[src/rtl/init_reset_sequencer.sv]
// ----------------------------------------------------------------------------
// init_reset_sequencer
//
// Purpose:
//   Power-up / re-lock reset sequencer for the fabric. It waits for device init
//   complete, qualifies the PLL lock with a consecutive-cycle filter and holds
//   the fabric in reset for a fixed number of cycles. Only then does it release
//   FABRIC_RESET_N. Losing init, lock or the external reset request sends the
//   sequence back to the start.
//
// Parameters:
//   SYNC_STAGES        synchronizer depth for each asynchronous input (>= 2)
//   LOCK_FILTER_CYCLES consecutive synchronized lock-high cycles (1..255)
//   HOLD_CYCLES        cycles FABRIC_RESET_N stays low after lock (1..65535)
//   WDOG_CYCLES        WAIT_LOCK timeout, used only with the watchdog build
//
// Ports:
//   CLK            in   single clock, all flops on its rising edge
//   RESETN         in   asynchronous active-low reset (device FABRIC_POR_N)
//   INIT_DONE      in   device init complete, asynchronous to CLK
//   PLL_LOCK       in   fabric PLL lock, asynchronous to CLK
//   EXT_RST_N      in   external reset request, active-low, asynchronous
//   FABRIC_RESET_N out  registered active-low fabric reset
//   STATE          out  FSM state (00 WAIT_INIT, 01 WAIT_LOCK, 10 HOLD, 11 RUN)
//   LOCK_LOST      out  sticky: lock dropped while in RUN
//   LOCK_TIMEOUT   out  sticky: watchdog expired in WAIT_LOCK
//
// Build option:
//   INIT_RESET_SEQ_WATCHDOG_EN  define to include the WAIT_LOCK watchdog. When
//                               it is undefined, LOCK_TIMEOUT is tied to 0.
// ----------------------------------------------------------------------------
module init_reset_sequencer #(
  parameter int unsigned SYNC_STAGES        = 2,
  parameter int unsigned LOCK_FILTER_CYCLES = 8,
  parameter int unsigned HOLD_CYCLES        = 16,
  parameter int unsigned WDOG_CYCLES        = 1024
) (
  input  logic       CLK,
  input  logic       RESETN,
  input  logic       INIT_DONE,
  input  logic       PLL_LOCK,
  input  logic       EXT_RST_N,
  output logic       FABRIC_RESET_N,
  output logic [1:0] STATE,
  output logic       LOCK_LOST,
  output logic       LOCK_TIMEOUT
);

  typedef enum logic [1:0] {
    WAIT_INIT = 2'b00,
    WAIT_LOCK = 2'b01,
    HOLD      = 2'b10,
    RUN       = 2'b11
  } state_e;

  localparam logic [7:0]  FILT_LAST = 8'(LOCK_FILTER_CYCLES - 1);
  localparam logic [15:0] HOLD_LAST = 16'(HOLD_CYCLES - 1);

  // An out-of-range parameter would silently truncate a counter. Instead of
  // running with a wrong count, such a build keeps the fabric in reset.
  localparam bit PARAMS_OK = (SYNC_STAGES >= 2) &&
                             (LOCK_FILTER_CYCLES >= 1) && (LOCK_FILTER_CYCLES <= 255) &&
                             (HOLD_CYCLES >= 1) && (HOLD_CYCLES <= 65535) &&
                             (WDOG_CYCLES >= 1) && (WDOG_CYCLES <= 65536);

  // --------------------------------------------------------------------------
  // Input synchronizers and reset-release synchronizer
  // --------------------------------------------------------------------------
  logic [SYNC_STAGES-1:0] init_sync_q;
  logic [SYNC_STAGES-1:0] lock_sync_q;
  logic [SYNC_STAGES-1:0] ext_sync_q;
  logic [1:0]             rel_sync_q;

  // NOTE: sequential state uses non-blocking assignments so that every flop
  // samples the values from before the edge, which is what makes a shift
  // register behave as one.
  always_ff @(posedge CLK or negedge RESETN) begin
    if (!RESETN) begin
      init_sync_q <= '0;
      lock_sync_q <= '0;
      ext_sync_q  <= '0;
      rel_sync_q  <= '0;
    end else begin
      init_sync_q <= {init_sync_q[SYNC_STAGES-2:0], INIT_DONE};
      lock_sync_q <= {lock_sync_q[SYNC_STAGES-2:0], PLL_LOCK};
      ext_sync_q  <= {ext_sync_q[SYNC_STAGES-2:0], EXT_RST_N};
      rel_sync_q  <= {rel_sync_q[0], 1'b1};
    end
  end

  logic init_s, lock_s, ext_s, rel_ok;
  assign init_s = init_sync_q[SYNC_STAGES-1];
  assign lock_s = lock_sync_q[SYNC_STAGES-1];
  assign ext_s  = ext_sync_q[SYNC_STAGES-1];
  assign rel_ok = rel_sync_q[1] && PARAMS_OK;

  // --------------------------------------------------------------------------
  // Sequencer FSM
  // --------------------------------------------------------------------------
  state_e      state_q, state_d;
  logic [7:0]  filt_cnt_q, filt_cnt_d;
  logic [15:0] hold_cnt_q, hold_cnt_d;
  logic        fabric_rst_n_q;
  logic        lock_lost_q, lock_lost_d;

  // NOTE: every signal driven here gets a default first, so no path through
  // the case statement can leave one unassigned and infer a latch.
  always_comb begin
    state_d     = state_q;
    filt_cnt_d  = filt_cnt_q;
    hold_cnt_d  = hold_cnt_q;
    lock_lost_d = lock_lost_q | ((state_q == RUN) && !lock_s);

    unique case (state_q)
      WAIT_INIT: begin
        filt_cnt_d = '0;
        hold_cnt_d = '0;
        if (rel_ok && init_s && ext_s) state_d = WAIT_LOCK;
      end

      WAIT_LOCK: begin
        // Missing lock here only restarts the filter. Aborting on it would
        // bounce WAIT_LOCK <-> WAIT_INIT while the PLL settles, and then the
        // watchdog could never accumulate time in WAIT_LOCK.
        if (!init_s || !ext_s) begin
          state_d    = WAIT_INIT;
          filt_cnt_d = '0;
        end else if (!lock_s) begin
          filt_cnt_d = '0;
        end else if (filt_cnt_q == FILT_LAST) begin
          state_d    = HOLD;
          filt_cnt_d = '0;
          hold_cnt_d = '0;
        end else begin
          filt_cnt_d = filt_cnt_q + 8'd1;
        end
      end

      HOLD: begin
        // The abort is checked first, so it wins even on the final hold count.
        if (!init_s || !lock_s || !ext_s) begin
          state_d    = WAIT_INIT;
          hold_cnt_d = '0;
        end else if (hold_cnt_q == HOLD_LAST) begin
          state_d    = RUN;
          hold_cnt_d = '0;
        end else begin
          hold_cnt_d = hold_cnt_q + 16'd1;
        end
      end

      RUN: begin
        if (!init_s || !lock_s || !ext_s) state_d = WAIT_INIT;
      end

      default: state_d = WAIT_INIT;
    endcase
  end

  always_ff @(posedge CLK or negedge RESETN) begin
    if (!RESETN) begin
      state_q        <= WAIT_INIT;
      filt_cnt_q     <= '0;
      hold_cnt_q     <= '0;
      fabric_rst_n_q <= 1'b0;
      lock_lost_q    <= 1'b0;
    end else begin
      state_q        <= state_d;
      filt_cnt_q     <= filt_cnt_d;
      hold_cnt_q     <= hold_cnt_d;
      // Decoding the next state keeps the release glitch-free and in step with
      // the state register.
      fabric_rst_n_q <= (state_d == RUN);
      lock_lost_q    <= lock_lost_d;
    end
  end

  assign FABRIC_RESET_N = fabric_rst_n_q;
  assign STATE          = state_q;
  assign LOCK_LOST      = lock_lost_q;

  // --------------------------------------------------------------------------
  // Optional WAIT_LOCK watchdog: flags a PLL that never locks. It does not
  // change the sequence.
  // --------------------------------------------------------------------------
`ifdef INIT_RESET_SEQ_WATCHDOG_EN
  localparam logic [15:0] WDOG_LAST = 16'(WDOG_CYCLES - 1);

  logic [15:0] wdog_cnt_q, wdog_cnt_d;
  logic        timeout_q, timeout_d;

  always_comb begin
    wdog_cnt_d = '0;
    timeout_d  = timeout_q;
    if (state_q == WAIT_LOCK) begin
      if (wdog_cnt_q == WDOG_LAST) begin
        wdog_cnt_d = wdog_cnt_q;
        timeout_d  = 1'b1;
      end else begin
        wdog_cnt_d = wdog_cnt_q + 16'd1;
      end
    end
  end

  always_ff @(posedge CLK or negedge RESETN) begin
    if (!RESETN) begin
      wdog_cnt_q <= '0;
      timeout_q  <= 1'b0;
    end else begin
      wdog_cnt_q <= wdog_cnt_d;
      timeout_q  <= timeout_d;
    end
  end

  assign LOCK_TIMEOUT = timeout_q;
`else
  assign LOCK_TIMEOUT = 1'b0;
`endif

endmodule

[config.mk]
export PLATFORM = sky130hd
export DESIGN_NAME = init_reset_sequencer
export DESIGN_NICKNAME = d
export VERILOG_FILES = /design/src/rtl/init_reset_sequencer.sv
export SDC_FILE = /design/constraint.sdc
export NUM_CORES = 1
export LEC_CHECK = 0
export ABC_AREA = 1
export BUFFER_PORTS_ARGS = -buffer_cell sky130_fd_sc_hd__buf_4
export CAP_MARGIN = 40
export CORE_ASPECT_RATIO = 1.2
export CORE_MARGIN = 2
export CORE_UTILIZATION = 42
export CTS_CLUSTER_DIAMETER = 200
export DETAILED_ROUTE_END_ITERATION = 10
export GPL_ROUTABILITY_DRIVEN = 1
export SYNTH_ARGS = -nofsm -noshare
export SYNTH_HDL_FRONTEND = slang
export SYNTH_SLANG_ARGS = --single-unit
[constraint.sdc]
create_clock -name CLK -period 1.8 [get_ports CLK]
set_input_delay 0.18 -clock CLK [delete_from_list [all_inputs] [get_ports CLK]]
set_output_delay 0.18 -clock CLK [all_outputs]
set_load 0.02 [all_outputs]
Word-level counts from Yosys, hierarchy flattened

Index checks and enable logic that the tools add are counted.

$add $sub $neg: 2
Eq/ne operators: 9
Mux-type cells: 18
Bitwise logic cells: 1
Reduce and logical (&&, ||, !) cells: 13

Operators with widths:

| operator                                                               | number |
|---|---|
| 16-bit 2-to-1 mux                                                      | 5 |
| 16-bit one-hot mux with 3 select lines                                 | 1 |
| 8-bit 2-to-1 mux                                                       | 3 |
| 16-bit by 1-bit adder with 16-bit output, second input constant        | 1 |
| 16-bit by 4-bit equality test with 1-bit output, second input constant | 1 |
| 8-bit one-hot mux with 2 select lines                                  | 1 |
| 2-bit 2-to-1 mux                                                       | 7 |
| 8-bit by 1-bit adder with 8-bit output, second input constant          | 1 |
| 8-bit by 3-bit equality test with 1-bit output, second input constant  | 1 |
| 2-bit one-hot mux with 4 select lines                                  | 1 |
| 2-bit equality test, second input constant                             | 3 |
| 2-bit != test, second input constant                                   | 3 |
| 4-bit AND reduction                                                    | 1 |
| 1-bit logical AND                                                      | 3 |
| 1-bit zero test                                                        | 3 |
| 1-bit logical OR                                                       | 3 |
| 3-bit nonzero test                                                     | 1 |
| 2-bit by 1-bit equality test with 1-bit output, second input constant  | 1 |
| 2-bit zero test                                                        | 1 |
| 2-bit nonzero test                                                     | 1 |
| 1-bit OR                                                               | 1 |

Register bits: 36
Input bits: 5
Output and inout port bits: 5
Logic and storage cells: 52

Longest topological paths before layout

Gate-level depths: netlist (run 1).

Word-level depth: 6
Gate-level depth with buffers: 11
Gate-level depth less buffers: 10

Worst setup path before layout (run 1)

Ideal clock, no wire load.

Path kind: register to register
From: register hold_cnt_q[0]
To: register hold_cnt_q[15]
Library setup time: 0.066 ns
Data arrival time: 1.299 ns
Required time: 1.734 ns
Setup slack: 0.435 ns
Cell stages (with the launch flop): 12
Buffers on the path: 1
Period minus slack after synthesis: 1.365 ns
Path through: dfrtp_1 > ha_1 > nand2_2 > inv_2 > nand2_2 > nor2_4 > nand2_1 > nand2_2 > buf_4 > nor2_1 > nand2_1 > nand2_1

Word-level cells in the longest chain between the ends: 4
Elaborated cells on any way between the ends: 5
Classes of those cells: add/sub: 1; eq/ne: 1; mux: 3

RTL lines:

| item                                                                                                               | RTL line | RTL |
|---|---|---|
| from (decl)                                                                                                        | 102      | `logic [15:0] hold_cnt_q, hold_cnt_d;` |
| from (signal assigned)                                                                                             | 170      | `hold_cnt_q <= hold_cnt_d;` |
| 16-bit by 1-bit adder with 16-bit output / 16-bit by 4-bit equality test with 1-bit output (equally long branches) | 148, 144 |  |
| 16-bit 2-to-1 mux (*)                                                                                              | 144      | `end else if (hold_cnt_q == HOLD_LAST) begin` |
| 16-bit 2-to-1 mux (*)                                                                                              | 141      | `if (!init_s \|\| !lock_s \|\| !ext_s) begin` |
| 16-bit one-hot mux with 3 select lines (*)                                                                         | 114      | `unique case (state_q)` |

Mark *: on every way between the ends. The rest lies on a longest branch, timed or not.
A chain may end at the register's enable or synchronous reset.

Final worst setup path (run 1)

From: register filt_cnt_q[0]
To: register hold_cnt_q[0]

Word-level cells in the longest chain between the ends: 3

RTL lines:

| item                                           | RTL line | RTL |
|---|---|---|
| from (decl)                                    | 101      | `logic [7:0] filt_cnt_q, filt_cnt_d;` |
| from (signal assigned)                         | 169      | `filt_cnt_q <= filt_cnt_d;` |
| 8-bit by 3-bit equality test with 1-bit output | 130      | `end else if (filt_cnt_q == FILT_LAST) begin` |
| 2-bit != test (no source line)                 | --       |  |
| 4-bit AND reduction (no source line)           | --       |  |

Every way passes these cells.

==> results.json, run 1 <==
{
  "areaGrowthSynthToFinish_pct": 12.7,
  "setup_tns_ns": 0,
  "clk_latency_ns": 0.30,
  "numPortBuffers": 8,
  "syn_area_sq_um": 1910,
  "cts.sinks": 36,
  "rows": 26,
  "finalCritPeriodShare": 0.838,
  "clk_pin_slew_ns": 0.08,
  "synth_top_area_frac": 0.471,
  "cp_max_fo": 16,
  "dp_hpwl_microns": 2670,
  "grt_pass1_wl_microns": 6510,
  "worstPathRequired_ns": 1.98,
  "clockPowerShare": 0.407,
  "placeableCoreArea_sq_um": 4330,
  "critical_path_class": "reg2reg",
  "cts_setup_buffers": 0,
  "drt_first_iter_violations": 83,
  "grt_remaining_overflow": 0,
  "cts-root-buf": "clkbuf_8",
  "layout.cells.non_filler": 316,
  "power.density_nw_per_um2": 689,
  "avgSynthCellArea_sq_um": 7.87,
  "seq_area_sq_um": 901,
  "design_area_sq_um": 2150,
  "htreeDepth": 2,
  "syn_inst": 243,
  "syn_nets": 250,
  "drive_above_1_share": 0.142,
  "cts_tree": "built",
  "die_x_microns": 65.6,
  "final_antenna_net_count": 0,
  "cp-end-kind": "flop",
  "cp-start-kind": "flop",
  "grt_util_all_layers": 0.167,
  "p_leak_nw": 0.977,
  "boundaryPins": 10,
  "antennaDiodeCount": 0,
  "max_cap_violations": 0,
  "rsz0062_at_grt": "no",
  "yosysUniqueCellTypes": 28,
  "placed_cell_area_sq_um": 2020,
  "drcViolationCount": 0,
  "grt_pass1_vias": 1494,
  "p_seq_frac": 0.554,
  "cts_hold_buf": 4,
  "start_util": 0.442,
  "yosys_warnings": 0,
  "finalSetupViolCount": 0,
  "grt_max_degree": 37,
  "fin_util": 0.498,
  "pwr-share-comb": 0.039,
  "ys_seq_area_frac": 0.471,
  "cts_made_buffers": 5,
  "max_freq_ghz": 0.663,
  "vdd_drop_max_v": 0.000487,
  "fill_cells": 406,
  "synthTopCellsByArea": "dfrtp_1, nand2_1, nand3_1, nor2_1, inv_1",
  "power.switching_uw": 372,
  "routed-via-count": 1571,
  "gp_congestion": 0.846,
  "finalHoldViolCount": 0,
  "dieArea_sq_um": 5110,
  "yosysTopAreaCell": "dfrtp_1",
  "wirelength_microns": 3730,
  "final_common_cell": "nand2_1",
  "chipHeight_microns": 77.9,
  "drv_slew": 0,
  "multi_input_area_sq_um": 878,
  "p_int_mw": 1.11,
  "total_power_mw": 1.48,
  "post_drt_wl_per_cell_microns": 11.8,
  "outcome": "complete, no violations",
  "nNetsFinal": 266,
  "p_sw_frac": 0.251,
  "dp_cells": 304,
  "vias_per_cell": 4.97,
  "clk_path_buf_depth": 2,
  "cp.arrival_ns": 1.69,
  "ys_ff_latch": 36,
  "drt_pre_antenna_iters": 4,
  "fin_crit_ns": 1.51,
  "antenna_found_initial": 0,
  "cts_resized": 0,
  "skew_ns": 0.0113,
  "layout_common_cells": "nand2_1, dfrtp_1, nor2_1",
  "min-delay-path-class": "reg2reg"
}
## cell families (layout without fill, tap and decap cells)
| kind of cell | count (synthesis) | count (layout) | synth area share |
|---|---|---|---|
| AOI/OAI and AO/OA | 25 | 25 | 0.0785 |
| xor gates and xnor gates | 7 | 7 | 0.0321 |
| adders and majority gates | 2 | 2 | 0.0131 |
| buffers and inverters | 31 | 48 | 0.0694 |
| DFF | 36 | 36 | 0.471 |
| other | 2 | 2 | 0.00393 |
| and+or+nand+nor | 140 | 140 | 0.332 |
## power groups by stage
stage / logic, mW / registers, mW / clock network, mW
after detailed placement: 0.0529 / 0.838 / 0
after floorplan: 0.0208 / 0.840 / 0
after global routing: 0.0664 / 0.823 / 0.649
after global placement: 0.0531 / 0.838 / 0
final: 0.0586 / 0.822 / 0.604
after CTS: 0.0599 / 0.822 / 0.616
## synth_stat cells (all sizes together)
| cell | n |
|---|---|
| a21oi | 2 |
| nor2 | 39 |
| ha | 2 |
| a31o | 2 |
| xor2 | 7 |
| buf | 5 |
| o31ai | 1 |
| o21ai | 14 |
| nand2 | 64 |
| o22ai | 3 |
| nand4 | 2 |
| nand3 | 33 |
| a21boi | 1 |
| dfrtp | 36 |
| inv | 26 |
| nor3 | 2 |
| conb | 2 |
| o21bai | 2 |
## per-layer routing
metal,part of all wire,up-vias,track usage
li1,-,805,-
met3,0.026,10,0.0319
met4,0.030,0,0.108
met5,0,-,0
met1,0.45,731,0.199
met2,0.49,25,0.269
## worst max-delay path: stages, from the launching register on
cell and delay, ns:
dfrtp_1 0.39, ha_1 0.18, nand2_1 0.09, inv_2 0.08
nand3_2 0.08, nor2_4 0.16, nand3_4 0.21, nand3_1 0.12
o21ai_0 0.08
## stage by stage
step | hold WS [ns] | setup slack [ns]
final | 0.349 | 0.292
after global routing | 0.358 | 0.142
after CTS | 0.354 | 0.261
after detailed placement | 0.165 | 0.262
after global placement | 0.167 | 0.293
after floorplan | -0.116 | 0.435
## worst paths after layout
kind | start | endpoint | slack (ns) | cells past startpoint
max in group asynchronous | RESETN | hold_cnt_q[13] | 1.10 | 2
worst min register to register | init_sync_q[0] | init_sync_q[1] | 0.35 | 0
worst max-delay path | filt_cnt_q[0] | hold_cnt_q[0] | 0.29 | 8
min in group asynchronous | RESETN | hold_cnt_q[7] | 0.37 | 2
worst min-delay path | init_sync_q[0] | init_sync_q[1] | 0.35 | 0
worst max register to register | filt_cnt_q[0] | hold_cnt_q[0] | 0.29 | 8
## final cells by class
cell class | instances | area share
clock inverter | 3 | 0.0110
tap | 56 | 0.0325
multi-input combinational | 176 | 0.408
clock buffer | 5 | 0.0319
timing repair buffer | 14 | 0.0534
sequential | 36 | 0.418
inverter | 26 | 0.0453
## registers in the layout (all words and copies together) (netlist names)
name and cells:
lock_sync_q 2, hold_cnt_q 16, init_sync_q 2, STATE 2, rel_sync_q 2, ext_sync_q 2, FABRIC_RESET_N 1, filt_cnt_q 8
LOCK_LOST 1
No activity file was read; power rests on OpenSTA's default activity.
==> inputs of run 2 (changes only) <==
clock period = 1.24 ns   (was 1.8 ns; I/O delays follow)
==> run 2 against run 1 <==
Effect of this change: the flow now finishes with violations (setup timing); non-clock buffer count is 48 higher; global-route usage rose by 2.5 points; sequential share of layout area fell by 8.1 points; setup slack got worse by 0.46 ns; cell area increased by 24%; first-iteration DRC count is 16% lower; clock power up 42%; flip-flop and latch count is the same; critical endpoint is now hold_cnt_q[3].
==> results.json, run 2 (synthesis gave the netlist of run 1 again) <==
{
  "p_int_mw": 1.63,
  "cts-root-buf": "clkbuf_8",
  "total_power_mw": 2.16,
  "p_leak_nw": 1.26,
  "clk_path_buf_depth": 2,
  "cts_tree": "built",
  "chipHeight_microns": 77.9,
  "worst_slack_ns": -0.171,
  "start_util": 0.442,
  "largest_reg_flops": 16,
  "areaGrowthSynthToFinish_pct": 39.9,
  "p_sw_frac": 0.246,
  "worstPathCellList": "ha_2, nand2_2, inv_2, nand3_2, nor2_4, nand3_4, nand3_1, o21ai_0",
  "cp-end-kind": "flop",
  "die_x_microns": 65.6,
  "outcome": "finished with violations",
  "drcViolationCount": 0,
  "rsz0062_at_grt": "yes",
  "wirelength_microns": 4420,
  "top_regs": "hold_cnt_q (16), filt_cnt_q (8)",
  "rows": 26,
  "cp-start-kind": "flop",
  "max_freq_ghz": 0.709,
  "routed-via-count": 1793,
  "power.switching_uw": 530,
  "nNetsFinal": 316,
  "clk_latency_ns": 0.29,
  "finalSetupViolCount": 25,
  "cp.arrival_ns": 1.58,
  "critical_path_class": "reg2reg",
  "gp_congestion": 0.839,
  "vias_per_cell": 4.90,
  "top_register": "hold_cnt_q",
  "finalCritPeriodShare": 1.14,
  "placeableCoreArea_sq_um": 4330,
  "drt_pre_antenna_iters": 4,
  "clk_pin_slew_ns": 0.09,
  "skew_ns": 0.0129,
  "final_antenna_net_count": 0,
  "violations": "setup timing",
  "max_cap_violations": 0,
  "seq_area_sq_um": 901,
  "layout_common_cells": "nand2_1, buf_4, dfrtp_1",
  "cts.sinks": 36,
  "antennaDiodeCount": 0,
  "numPortBuffers": 8,
  "post_drt_wl_per_cell_microns": 12.1,
  "p_seq_frac": 0.555,
  "antenna_found_initial": 0,
  "drt_first_iter_violations": 70,
  "min-delay-path-class": "in2async",
  "layout.cells.non_filler": 366,
  "cts_made_buffers": 5,
  "grt_pass1_vias": 1748,
  "design_area_sq_um": 2680,
  "grt_remaining_overflow": 0,
  "drive_above_1_share": 0.355,
  "dp_cells": 349,
  "placed_cell_area_sq_um": 2360,
  "fill_cells": 370,
  "htreeDepth": 2,
  "cp_max_fo": 8,
  "fin_crit_ns": 1.41,
  "pre_cts_ws_ns": -0.172,
  "dieArea_sq_um": 5110,
  "dp_hpwl_microns": 2960,
  "drv_slew": 0,
  "grt_max_degree": 37,
  "cp_slowest_cell": "dfrtp_1",
  "max_stage_delay_ns": 0.36,
  "worstPathRequired_ns": 1.41,
  "clockPowerShare": 0.398,
  "grt_pass1_wl_microns": 7490,
  "vdd_drop_max_v": 0.000766,
  "reg2reg_depth": 8,
  "power.density_nw_per_um2": 806,
  "pwr-share-comb": 0.047,
  "grt_util_all_layers": 0.191,
  "finalHoldViolCount": 0,
  "boundaryPins": 10,
  "multi_input_area_sq_um": 1030
}
[run 2: metrics by stage]
stage	setup TNS [ns]	utilization	hold WS [ns]
after global placement	-3.14	0.547	0.108
after CTS	-3.42	0.604	0.335
after floorplan	-1.40	-	-0.172
after detailed placement	-3.50	0.547	0.110
after global routing	-6.15	0.618	0.361
final	-3.44	0.618	0.317
[run 2: worst max-delay path, delay by kind of cell, from the launching register on]
| family | cells | cell delay [ns] |
|---|---|---|
| AO/OA/AOI/OAI | 1 | 0.07 |
| adder cells (fa/ha/maj) | 1 | 0.20 |
| AND/OR/NAND/NOR | 5 | 0.61 |
| flip-flops | 1 | 0.36 |
| buffers and inverters | 1 | 0.06 |
[run 2: cell type report]
class                           count  area share
Tap cell                           56      0.0262
Multi-Input combinational cell    178       0.385
Clock inverter                      3     0.00889
Timing Repair Buffer               62       0.181
Inverter                           26      0.0365
Sequential cell                    36       0.337
Clock buffer                        5      0.0257
[run 2: what timing repair did]
action,in CTS,in global routing
endpoints found under the hold margin,39,0
resized for setup,20,13
hold buffers,4,0
endpoints found under the setup margin,25,28
pin swaps,8,5
cloned,1,1
buffers inserted,3,1
[run 2: power groups by stage]
stage / logic [mW] / clock network [mW] / registers (mW)
after floorplan: 0.0301 / 0 / 1.22
after global placement: 0.0836 / 0 / 1.22
after detailed placement: 0.0838 / 0 / 1.22
after CTS: 0.0999 / 0.880 / 1.19
after global routing: 0.114 / 0.939 / 1.20
final: 0.102 / 0.858 / 1.20
[run 2: path summary, 6_finish.rpt]
check | slack [ns] | endpoint | start
hold reg to reg | 0.35 | ext_sync_q[1] | ext_sync_q[0]
min in group CLK | 0.35 | ext_sync_q[1] | ext_sync_q[0]
hold / removal | 0.32 | hold_cnt_q[9] | RESETN
max in group asynchronous | 0.60 | filt_cnt_q[3] | RESETN
setup / recovery | -0.17 | hold_cnt_q[3] | filt_cnt_q[0]
setup reg to reg | -0.17 | hold_cnt_q[3] | filt_cnt_q[0]
[run 2: routing by layer]
metal  track usage  part of all wire
met5             0                 0
met4        0.0646             0.013
met3        0.0391             0.027
met2         0.345              0.54
met1         0.221              0.41
==> inputs of run 3 (changes only) <==
CORE_MARGIN = 4   (was 2)
CORE_UTILIZATION = 45   (was 42)
==> run 3 against run 2 <==
Effect of this change: the flow still finishes with violations (setup timing); utilization grew 6.1 points; critical path depth is the same; flip-flop and latch count is the same; cell count is 1.4% higher; die area up 4.9%; setup slack worse by 0.032 ns; critical path type unchanged; largest cell class unchanged.
==> results.json, run 3 (synthesis gave the netlist of run 1 again) <==
{
  "power.density_nw_per_um2": 865,
  "finalCritPeriodShare": 1.16,
  "max_freq_ghz": 0.693,
  "reg2reg_depth": 8,
  "clk_pin_slew_ns": 0.08,
  "start_util": 0.474,
  "numPortBuffers": 8,
  "rows": 25,
  "die_x_microns": 67.5,
  "regToRegEndpoint": "hold_cnt_q[4]",
  "finalHoldViolCount": 0,
  "pre_cts_ws_ns": -0.208,
  "cts-root-buf": "clkbuf_8",
  "final_antenna_net_count": 0,
  "p_leak_nw": 1.30,
  "drive_above_1_share": 0.369,
  "layout_common_cells": "buf_4, nand2_1, dfrtp_1",
  "cp-end-kind": "flop",
  "violations": "setup timing",
  "antenna_found_initial": 0,
  "htreeDepth": 2,
  "cts.sinks": 36,
  "cts_made_buffers": 5,
  "total_power_mw": 2.37,
  "timing.rr.start": "filt_cnt_q[0]",
  "drt_pre_antenna_iters": 4,
  "boundaryPins": 10,
  "clk_path_buf_depth": 2,
  "drt_first_iter_violations": 91,
  "finalSetupViolCount": 26,
  "rsz0062_at_grt": "yes",
  "chipHeight_microns": 79.4,
  "nNetsFinal": 323,
  "dieArea_sq_um": 5360,
  "placed_cell_area_sq_um": 2360,
  "gp_congestion": 0.819,
  "worstPathRequired_ns": 1.43,
  "grt_remaining_overflow": 0,
  "vdd_drop_max_v": 0.000858,
  "fin_util": 0.679,
  "placeableCoreArea_sq_um": 4040,
  "cp.arrival_ns": 1.63,
  "design_area_sq_um": 2740,
  "min-delay-path-class": "in2async",
  "worst_slack_ns": -0.203,
  "grt_util_all_layers": 0.196,
  "final_common_cell": "buf_4",
  "grt_pass1_wl_microns": 7910,
  "outcome": "finished with violations",
  "top_regs": "hold_cnt_q (16), filt_cnt_q (8)",
  "skew_ns": 0.00850,
  "cts_tree": "built",
  "wirelength_microns": 4750,
  "clk_latency_ns": 0.30,
  "fin_hold_ws_ns": 0.317,
  "largest_reg_flops": 16,
  "cp-start-kind": "flop",
  "fin_crit_ns": 1.44,
  "max_cap_violations": 0,
  "drv_slew": 0,
  "grt_max_degree": 37,
  "routed-via-count": 1800,
  "critical_path_class": "reg2reg",
  "areaGrowthSynthToFinish_pct": 43.3,
  "reg2reg_slack_ns": -0.20,
  "dp_hpwl_microns": 3080,
  "drcViolationCount": 0,
  "grt_pass1_vias": 1814,
  "antennaDiodeCount": 0,
  "post_drt_wl_per_cell_microns": 12.8,
  "cp_max_fo": 8,
  "vias_per_cell": 4.85,
  "top_register": "hold_cnt_q"
}
==> run 3: cell count changes in the layout (fill, tap and decap cells not counted), sizes merged <==
cell	delta
nand2	-1
buf	+8
bufinv	+1
clkinvlp	-1
==> run 3: repair_timing <==
action / 4_1_cts / 5_1_grt
hold buffers: 4 / 0
pin swaps: 7 / 8
endpoints found under the setup margin: 26 / 27
endpoints found under the hold margin: 39 / 0
cloned: 1 / 0
setup buffers: 7 / 4
resized for setup: 17 / 17
==> run 3: worst max path at each step <==
| stage | startpoint | end | depth (start not counted) |
|---|---|---|---|
| detailed placement | filt_cnt_q[0] | hold_cnt_q[3] | 8 |
| floorplan | filt_cnt_q[0] | hold_cnt_q[10] | 9 |
| CTS | filt_cnt_q[1] | filt_cnt_q[4] | 9 |
| finish | filt_cnt_q[0] | hold_cnt_q[4] | 8 |
| global route | filt_cnt_q[1] | hold_cnt_q[2] | 8 |
| global placement | filt_cnt_q[0] | hold_cnt_q[3] | 8 |
==> run 3: metal layers <==
layer	track usage	share of wire
met1	0.227	0.42
met2	0.345	0.53
met3	0.0437	0.032
met4	0.0669	0.017
met5	0	0
==> run 3: critical path, cell delays in order, from the launching register on <==
cell     delay, ns
dfrtp_1       0.36
ha_2          0.20
nand2_2       0.06
inv_2         0.06
nand3_2       0.08
nor2_4        0.20
nand3_4       0.20
nand3_2       0.12
o21ai_1       0.06
==> run 3: through the flow <==
step	instances	setup TNS, ns
floorplan	243	-1.40
global placement	347	-2.91
detailed placement	347	-3.50
CTS	367	-4.05
global route	371	-6.98
finish	371	-4.30
==> run 3: area by class of cell <==
type                    count  area (sq um)
fillers                   323          1290
multi-input cells         177          1010
flip-flops and latches     36           901
repair buffers             70           554
inverters                  26          97.6
clock buffers               5          68.8
well taps                  54          67.6
clock inverters             3          42.5
==> run 3: power by group <==
group / total (mW) / internal, mW / leakage, nW / switching (mW)
Clock: 1.05 / 0.595 / 0.0541 / 0.455
Sequential: 1.19 / 1.19 / 0.484 / 0.00598
Combinational: 0.125 / 0.0547 / 0.761 / 0.0699
Total: 2.37 / 1.84 / 1.30 / 0.531
